===== config.mk =====
export PLATFORM = sky130hd
export DESIGN_NAME = uart_tx_serializer
export DESIGN_NICKNAME = d
export VERILOG_FILES = /design/src/rtl/uart_pkg.sv /design/src/rtl/uart_tx_edge_counter.sv /design/src/rtl/uart_tx_serializer.sv
export SDC_FILE = /design/constraint.sdc
export NUM_CORES = 1
export LEC_CHECK = 0
export ABC_AREA = 0
export CORE_ASPECT_RATIO = 0.7
export CORE_MARGIN = 1
export CORE_UTILIZATION = 55
export CTS_CLUSTER_SIZE = 40
export DETAILED_ROUTE_END_ITERATION = 10
export PLACE_DENSITY = 0.9
export RECOVER_POWER = 100
export REMOVE_ABC_BUFFERS = 1
export SYNTH_ARGS = -nofsm -noshare
export SYNTH_HDL_FRONTEND = slang
export SYNTH_SLANG_ARGS = --single-unit

===== constraint.sdc =====
create_clock -name CLK_TX -period 2.85 [get_ports CLK_TX]
set_input_delay 0.285 -clock CLK_TX [delete_from_list [all_inputs] [get_ports CLK_TX]]
set_output_delay 0.285 -clock CLK_TX [all_outputs]
set_load 0.01 [all_outputs]

===== src/rtl/uart_pkg.sv =====
// Shared UART definitions: transmit FSM states, parity selectors and the
// smallest bit period the serializer will run with.
package uart_pkg;

    typedef enum logic [2:0] {
        IDLE,
        START,
        DATA,
        PARITY,
        STOP
    } tx_state_t;

    localparam logic PAR_EVEN = 1'b0;
    localparam logic PAR_ODD  = 1'b1;

    localparam int unsigned MIN_PRESCALE = 4;

endpackage


===== src/rtl/uart_tx_edge_counter.sv =====
// Bit-period timer for the UART transmitter: counts clock edges inside the
// current bit and flags the last edge of that bit.
module uart_tx_edge_counter #(
    parameter int unsigned PRESC_WIDTH = 6
) (
    input  logic                   CLK_TX,
    input  logic                   RST_TX,
    input  logic                   clear,
    input  logic                   enable,
    input  logic [PRESC_WIDTH-1:0] presc_q,
    output logic                   bit_end
);

    logic [PRESC_WIDTH-1:0] edge_cnt;

    assign bit_end = enable && (edge_cnt == (presc_q - PRESC_WIDTH'(1)));

    // Count 0..presc_q-1 while a frame runs, restarting on each new frame.
    always_ff @(posedge CLK_TX or posedge RST_TX) begin
        if (RST_TX) begin
            edge_cnt <= '0;
        end else if (clear) begin
            edge_cnt <= '0;
        end else if (enable) begin
            if (bit_end) begin
                edge_cnt <= '0;
            end else begin
                edge_cnt <= edge_cnt + PRESC_WIDTH'(1);
            end
        end
    end

endmodule


===== src/rtl/uart_tx_serializer.sv =====
// UART transmit serializer: takes a byte over a valid/ack handshake and
// emits start, LSB-first data, optional parity and stop bits on TX_OUT.
module uart_tx_serializer
    import uart_pkg::*;
#(
    parameter int unsigned DATA_WIDTH  = 8,
    parameter int unsigned PRESC_WIDTH = 6
) (
    input  logic                   CLK_TX,
    input  logic                   RST_TX,
    input  logic [DATA_WIDTH-1:0]  P_DATA,
    input  logic                   DATA_VALID,
    input  logic                   PAR_EN,
    input  logic                   PAR_TYP,
    input  logic [PRESC_WIDTH-1:0] prescale,
    output logic                   TX_OUT,
    output logic                   TX_ACK,
    output logic                   busy
);

    localparam int unsigned BIT_W = (DATA_WIDTH > 1) ? $clog2(DATA_WIDTH) : 1;
    localparam logic [BIT_W-1:0]       LAST_BIT  = BIT_W'(DATA_WIDTH - 1);
    localparam logic [PRESC_WIDTH-1:0] PRESC_MIN = PRESC_WIDTH'(MIN_PRESCALE);

    tx_state_t              state;
    tx_state_t              state_n;
    logic [DATA_WIDTH-1:0]  data_q;
    logic                   par_en_q;
    logic                   par_bit_q;
    logic [PRESC_WIDTH-1:0] presc_q;
    logic [BIT_W-1:0]       bit_cnt;
    logic [BIT_W-1:0]       bit_cnt_n;
    logic                   tx_n;
    logic                   accept;
    logic                   bit_end;
    logic                   counting;

    assign counting = (state != IDLE);

    uart_tx_edge_counter #(
        .PRESC_WIDTH(PRESC_WIDTH)
    ) u_edge_counter (
        .CLK_TX (CLK_TX),
        .RST_TX (RST_TX),
        .clear  (accept),
        .enable (counting),
        .presc_q(presc_q),
        .bit_end(bit_end)
    );

    // Next state, bit index and the line level for the coming cycle; TX_OUT
    // is registered from the next state so the start bit begins on the
    // accepting edge.
    always_comb begin
        state_n   = state;
        bit_cnt_n = bit_cnt;
        tx_n      = 1'b1;
        accept    = DATA_VALID && ((state == IDLE) || ((state == STOP) && bit_end));

        unique case (state)
            IDLE: begin
                if (accept) begin
                    state_n   = START;
                    bit_cnt_n = '0;
                end
            end
            START: begin
                if (bit_end) begin
                    state_n = DATA;
                end
            end
            DATA: begin
                if (bit_end) begin
                    if (bit_cnt == LAST_BIT) begin
                        bit_cnt_n = '0;
                        state_n   = par_en_q ? PARITY : STOP;
                    end else begin
                        bit_cnt_n = bit_cnt + BIT_W'(1);
                    end
                end
            end
            PARITY: begin
                if (bit_end) begin
                    state_n = STOP;
                end
            end
            STOP: begin
                if (bit_end) begin
                    if (accept) begin
                        state_n   = START;
                        bit_cnt_n = '0;
                    end else begin
                        state_n = IDLE;
                    end
                end
            end
            default: begin
                state_n   = IDLE;
                bit_cnt_n = '0;
            end
        endcase

        unique case (state_n)
            START:   tx_n = 1'b0;
            DATA:    tx_n = data_q[bit_cnt_n];
            PARITY:  tx_n = par_bit_q;
            default: tx_n = 1'b1;
        endcase
    end

    // State register and registered outputs.
    always_ff @(posedge CLK_TX or posedge RST_TX) begin
        if (RST_TX) begin
            state   <= IDLE;
            bit_cnt <= '0;
            TX_OUT  <= 1'b1;
            TX_ACK  <= 1'b0;
            busy    <= 1'b0;
        end else begin
            state   <= state_n;
            bit_cnt <= bit_cnt_n;
            TX_OUT  <= tx_n;
            TX_ACK  <= accept;
            busy    <= (state_n != IDLE);
        end
    end

    // Frame configuration captured at acceptance; parity is fixed here so
    // later changes on P_DATA or PAR_TYP cannot alter the frame.
    always_ff @(posedge CLK_TX or posedge RST_TX) begin
        if (RST_TX) begin
            data_q    <= '0;
            par_en_q  <= 1'b0;
            par_bit_q <= 1'b0;
            presc_q   <= PRESC_MIN;
        end else if (accept) begin
            data_q    <= P_DATA;
            par_en_q  <= PAR_EN;
            par_bit_q <= (PAR_TYP == PAR_ODD) ? ~^P_DATA : ^P_DATA;
            presc_q   <= (prescale < PRESC_MIN) ? PRESC_MIN : prescale;
        end
    end

endmodule


======== Yosys cells after proc, flatten, opt, wreduce, memory -nomap -nowiden ========
Index checks and enable logic that the tools add are counted.
cells by class
  $add $sub $neg .......................... 3
  $lt $le $gt $ge ......................... 2
  equal/unequal tests ..................... 9
  muxes and demuxes ....................... 22
  reduce and logical (&&, ||, !) cells .... 11
operators by type and width
  cell                                                         number
  2-to-1 mux 3 bit                                             11
  2-to-1 mux 6 bit                                             4
  one-hot mux 3 bit (5 select lines)                           1
  == test 3 x 2 -> 1 bit (second input constant)               4
  one-hot mux 3 bit (4 select lines)                           1
  XNOR reduction 8 bit                                         1
  XOR reduction 8 bit                                          1
  adder 6 x 1 -> 6 bit (second input constant)                 1
  == test 3 x 1 -> 1 bit (second input constant)               2
  == test 3 bit (second input constant)                        2
  == test 6 bit                                                1
  less-than comparator 6 x 3 -> 1 bit (second input constant)  1
  nonzero test 3 bit                                           2
  subtractor 6 x 1 -> 6 bit (second input constant)            1
  less-than comparator 3 x 4 -> 1 bit (second input constant)  1
  adder 3 x 1 -> 3 bit (second input constant)                 1
  binary-select mux 1 bit (select 3 bit)                       1
  logical AND 1 bit                                            3
  logical NOT 3 bit                                            1
  2-to-1 mux 1 bit                                             3
  one-hot mux 1 bit (3 select lines)                           1
  nonzero test 2 bit                                           1
  OR reduction 2 bit                                           1
  logical OR 1 bit                                             1
word-level totals
  bits in registers ....................... 31
  input bits .............................. 19
  output and inout port bits .............. 3
  word-level logic and storage cells ...... 57

======== Logic depth before layout (Yosys ltp) ========
  depth in word-level cells ............... 12
  depth in mapped cells ................... 12

======== Hierarchy ========
Synthesis repeated with hierarchy kept, for this count alone.
second synthesis, totals
  cell total of the unflattened synthesis .. 191
  area total of the unflattened synthesis .. 1790.5 um2
modules (own cells, without submodules)
  module                times used  cells each  area an instance (um2)
  uart_tx_serializer    1           134         1302.5
  uart_tx_edge_counter  1           57          488.0

======== Worst setup path after synthesis ========
Ideal clock, no wire load.
  path kind ............................... register to register
  from .................................... register presc_q[0]
  to ...................................... register TX_OUT
  library setup time ...................... 80 ps
  arrival time ............................ 2369 ps
  data required time ...................... 2770 ps
  setup slack ............................. 401 ps
  cell stages (with the launch flop) ...... 11
  path buffers ............................ 1
  path through ............................ dfrtp_1 -> or4_4 -> nor3_1 -> and4bb_1 -> buf_6 -> a22o_1 -> and3_4 -> clkinv_4 -> mux2_1 -> nor3b_2 -> o31ai_2
between the ends
  cells in the longest elaborated chain, start to end .. 12
ends and longest elaborated chain
  item                                        line                                                text
  from (decl)                                 uart_tx_serializer.sv:30                            logic [PRESC_WIDTH-1:0] presc_q;
  from (signal assigned)                      uart_tx_serializer.sv:140                           presc_q <= (prescale < PRESC_MIN) ? PRESC_MIN : prescale;
  subtractor 6 x 1 -> 6 bit (*)               uart_tx_edge_counter.sv:16                          assign bit_end = enable && (edge_cnt == (presc_q - PRESC_WIDTH'(1)));
  == test 6 bit (*)                           uart_tx_edge_counter.sv:16
  logical AND 1 bit (*)                       uart_tx_edge_counter.sv:16
  logical AND 1 bit                           uart_tx_serializer.sv:58                            accept = DATA_VALID && ((state == IDLE) || ((state == STOP) && bit_end));
  logical OR 1 bit                            uart_tx_serializer.sv:58
  logical AND 1 bit                           uart_tx_serializer.sv:58
  2-to-1 mux 3 bit                            uart_tx_serializer.sv:62, uart_tx_serializer.sv:89
  2-to-1 mux 3 bit                            uart_tx_serializer.sv:88                            if (bit_end) begin
  one-hot mux 3 bit (4 select lines) (*)      uart_tx_serializer.sv:60                            unique case (state)
  via bit_cnt_n[1]                            uart_tx_serializer.sv:32                            logic [BIT_W-1:0] bit_cnt_n;
  binary-select mux 1 bit (select 3 bit) (*)  uart_tx_serializer.sv:105                           DATA: tx_n = data_q[bit_cnt_n];
  2-to-1 mux 1 bit (not written as such) (*)  uart_tx_serializer.sv:105
  one-hot mux 1 bit (3 select lines) (*)      uart_tx_serializer.sv:103                           unique case (state_n)
  via tx_n                                    uart_tx_serializer.sv:33                            logic tx_n;
  to (signal assigned)                        uart_tx_serializer.sv:122                           TX_OUT <= tx_n;
  to (decl)                                   uart_tx_serializer.sv:16                            output logic TX_OUT,
The timed path passes the listed nets; every way through them passes the cells marked *. The select of a mux whose other input is x is not followed.
A chain may end at the register's enable or synchronous reset.

======== Worst setup path in the final report ========
  from .................................... register presc_q[0]
  to ...................................... register TX_OUT
RTL lines
  item                                                              line                        text
  subtractor 6 x 1 -> 6 bit (*)                                     uart_tx_edge_counter.sv:16
  == test 6 bit (*)                                                 uart_tx_edge_counter.sv:16
  logical AND 1 bit (*)                                             uart_tx_edge_counter.sv:16
  logical AND 1 bit                                                 uart_tx_serializer.sv:58
  logical OR 1 bit                                                  uart_tx_serializer.sv:58
  logical AND 1 bit                                                 uart_tx_serializer.sv:58
  2-to-1 mux 3 bit                                                  uart_tx_serializer.sv:62    if (accept) begin
  one-hot mux 3 bit (5 select lines) (*)                            uart_tx_serializer.sv:60
  via state_n[1]                                                    uart_tx_serializer.sv:26    tx_state_t state_n;
  == test 3 x 2 -> 1 bit or == test 3 x 1 -> 1 bit (tied branches)  uart_tx_serializer.sv:103
  one-hot mux 1 bit (3 select lines) (*)                            uart_tx_serializer.sv:103
  via tx_n                                                          uart_tx_serializer.sv:33
Marked as above.

==> impl_metrics.tcl <==
set metrics [dict create \
    gp_congestion 0.860 \
    rr_endpoint "TX_OUT$_DFF_PP1_" \
    grt_pass1_wl_um 6200 \
    cp-endpoint "TX_OUT$_DFF_PP1_" \
    stdcell_area_um2 2140 \
    nets 224 \
    clock_latency_ns 0.29 \
    synth_edf_count 0 \
    wl_per_cell_um 15.3 \
    worst_pin_slew_ns 1.63 \
    vias 1394 \
    powerDensity_nw_per_um2 981 \
    grt_max_degree 32 \
    fp.coreArea_um2 3170 \
    clock_skew_ns 0.00706 \
    ys_async_sr_fraction_pct 100 \
    antenna_found_initial 0 \
    numCtsBuffers 5 \
    path_cells "or4_1 -> nor3_1 -> and4bb_2 -> and2_1 -> a311oi_1 -> nand2_1 -> mux2_2 -> o31ai_2" \
    first_global_vias 1308 \
    grt_usage_pct 23.3 \
    hp-class "flop to flop" \
    layoutNonFillerInstCount 240 \
    failed_checks "max-capacitance violations, max-slew violations" \
    syn2layout_area_growth_pct 16.2 \
    r2r_cells 8 \
    synthTopCellsByCount "29 x dfrtp_1, 17 x nand2_1, 10 x mux2_1, 10 x nor2_1" \
    io_pins 22 \
    path_class "flop to flop" \
    timing.final.hold_violations 0 \
    critPathLaunch "presc_q[0]$_DFFE_PP0P_" \
    rrSetupSlack_ns 0.20 \
    routed_wl_um 3680 \
    row_count 17 \
    ant_nets 0 \
    hp-start "data_q[3]$_DFFE_PP0P_" \
    setup_tns_ns 0 \
    final-max-slew-violation-count 32 \
    cp_max_fo 9 \
    cp_slowest_stage_delay_ns 0.53 \
    initial_core_util_pct 58.1 \
    synth_top_area_cell "dfrtp_1" \
    rsz0062_at_grt "no" \
    ys_types 53 \
    synth-main-ff-cell "dfrtp_1" \
    cts.htree.levels 2 \
    period_minus_slack_ns 2.65 \
    die_y_um 50.4 \
    overflow 0 \
    seqPwrFrac_pct 39.4 \
    start_kind "flop" \
    p_int_mw 1.25 \
    die_w_um 71.1 \
    ys_warn_count 0 \
    leakage_nw 0.930 \
    slew_headroom_pct -8.62 \
    dieArea_um2 3590 \
    vias_per_cell 5.81 \
    numClockSinks 31 \
    antenna_cells 0 \
    seq_area_frac_synth_pct 42.3 \
    status "complete, but fails checks" \
    end_kind "flop" \
    min_delay_path_depth 1 \
    remaining_drc_errors 0 \
    synth_area_leaders "dfrtp_1 39%, mux2_1 6.1%, xor2_1 4.3%, xnor2_1 3.8%, nand2_1 3.5%" \
    p_sw_share_pct 40.3 \
    cpMaxStageDelayCell "or4_1" \
    total_power_mw 2.10 \
    timing.fmax_mhz 377 \
    drive_above_1_share_pct 12.4 \
    finalCritPeriodShare_pct 93.1 \
    place.port_buffers 21 \
    syn-mean-instance-area_um2 10.3 \
    syn_area_um2 1840 \
    drt_first_pass_iters 6 \
    drtIter0Drc 174 \
    r2r-start "presc_q[0]$_DFFE_PP0P_" \
    synth_cells 179 \
    finalSetupViolations 0 \
    dp_cells 232 \
    clockPowerShare_pct 17.1 \
    ys_ff_latch 31 \
    cts_tree "done" \
    cap_viol_max_count 1 \
    dpl.hpwl_um 2710 \
    required_ns 3.06 \
    clkTransAtPathRegs_ns 0.08 \
    placed_area_um2 2070 \
    switchingPower_uw 846 \
    synth_top_area_share_pct 39.4 \
    crit_arrival_ns 2.86 \
    synth.most_common_cell "dfrtp_1" \
    combPwrFrac_pct 43.6 \
    utilization_pct 67.5 \
    ir_drop_mv 0.540 \
    cts_root_buffer "clkbuf_8" \
    clk_path_buf_depth 2 \
]
[repair_timing]
| item | in CTS | in global routing |
|---|---|---|
| hold buffers | 0 | 0 |
| resized for setup | 0 | 1 |
| setup buffers | 0 | 0 |
| setup endpoints to repair | 0 | 1 |
[stage by stage]
step / hold WS [ns] / setup WS, ns
floorplan: 0.387 / 0.237
global placement: 0.469 / 0.208
detailed placement: 0.484 / 0.178
CTS: 0.371 / 0.156
global route: 0.509 / 0.0217
finish: 0.497 / 0.196
[final cells by class]
| type | instances | area, um2 |
|---|---|---|
| multi-input combinational | 130 | 957 |
| fill | 237 | 1030 |
| clock buffer | 5 | 68.8 |
| clock inverter | 3 | 25.0 |
| inverter | 10 | 42.5 |
| tap | 38 | 47.5 |
| timing repair buffer | 23 | 219 |
| sequential | 31 | 778 |
[sequential cells by signal, summed over array words and instances (netlist names)]
| name | cells |
|---|---|
| TX_OUT | 1 |
| u_edge_counter.edge_cnt | 6 |
| TX_ACK | 1 |
| data_q | 8 |
| par_en_q | 1 |
| par_bit_q | 1 |
| bit_cnt | 3 |
| busy | 1 |
| state | 3 |
| presc_q | 6 |
[power by group through the flow]
stage | logic, mW | clock network, mW | registers (mW)
2_1_floorplan | 0.720 | 0 | 0.781
3_5_place_dp | 0.933 | 0 | 0.836
6_report | 0.914 | 0.358 | 0.826
4_1_cts | 0.943 | 0.365 | 0.827
3_3_place_gp | 0.897 | 0 | 0.824
5_1_grt | 1.01 | 0.387 | 0.849
[logic make-up (layout without fill, tap and decap cells)]
logic type	after synthesis	count (layout)	synth area share [%]
compound gates	36	36	15.8
xor+xnor	17	17	8.09
fa+ha+maj	4	4	2.72
buf+inv	18	41	4.83
flops	31	31	42.3
mux	16	16	9.65
simple gates	57	57	16.6
[layout by cell type (no fill, tap or decap), types with 4 or more instances in the layout]
| cell | count |
|---|---|
| a21oi_1 | 5 |
| clkbuf_8 | 5 |
| clkdlybuf4s50_1 | 17 |
| dfrtp_1 | 29 |
| dlygate4sd3_1 | 4 |
| ha_1 | 4 |
| inv_1 | 9 |
| mux2_1 | 10 |
| mux2_2 | 4 |
| nand2_1 | 17 |
| nand4_1 | 5 |
| nor2_1 | 10 |
| nor3_1 | 5 |
| o21ai_0 | 7 |
| xnor2_1 | 8 |
| xor2_1 | 9 |
[worst min-delay path by stage]
| stage | endpoint | slack (ns) |
|---|---|---|
| after global placement | par_bit_q$_DFFE_PP0P_ | 0.47 |
| final | data_q[3]$_DFFE_PP0P_ | 0.50 |
| after global routing | data_q[6]$_DFFE_PP0P_ | 0.51 |
| after detailed placement | data_q[6]$_DFFE_PP0P_ | 0.48 |
| after CTS | data_q[5]$_DFFE_PP0P_ | 0.37 |
| after floorplan | TX_ACK$_DFF_PP0_ | 0.39 |
[layer usage]
| metal | track usage, % | share of wire [%] |
|---|---|---|
| met2 | 35.7 | 45 |
| met5 | 0 | 0 |
| met1 | 32.2 | 48 |
| met3 | 6.63 | 6.7 |
| met4 | 7.00 | 1.0 |
[critical path, delay by kind of cell, from the launching register on]
family	cells	cell delay (ns)
mux	1	0.28
flops	1	0.42
compound gates	2	0.53
simple gates	5	1.34
Power figures use the tool's default switching activity.
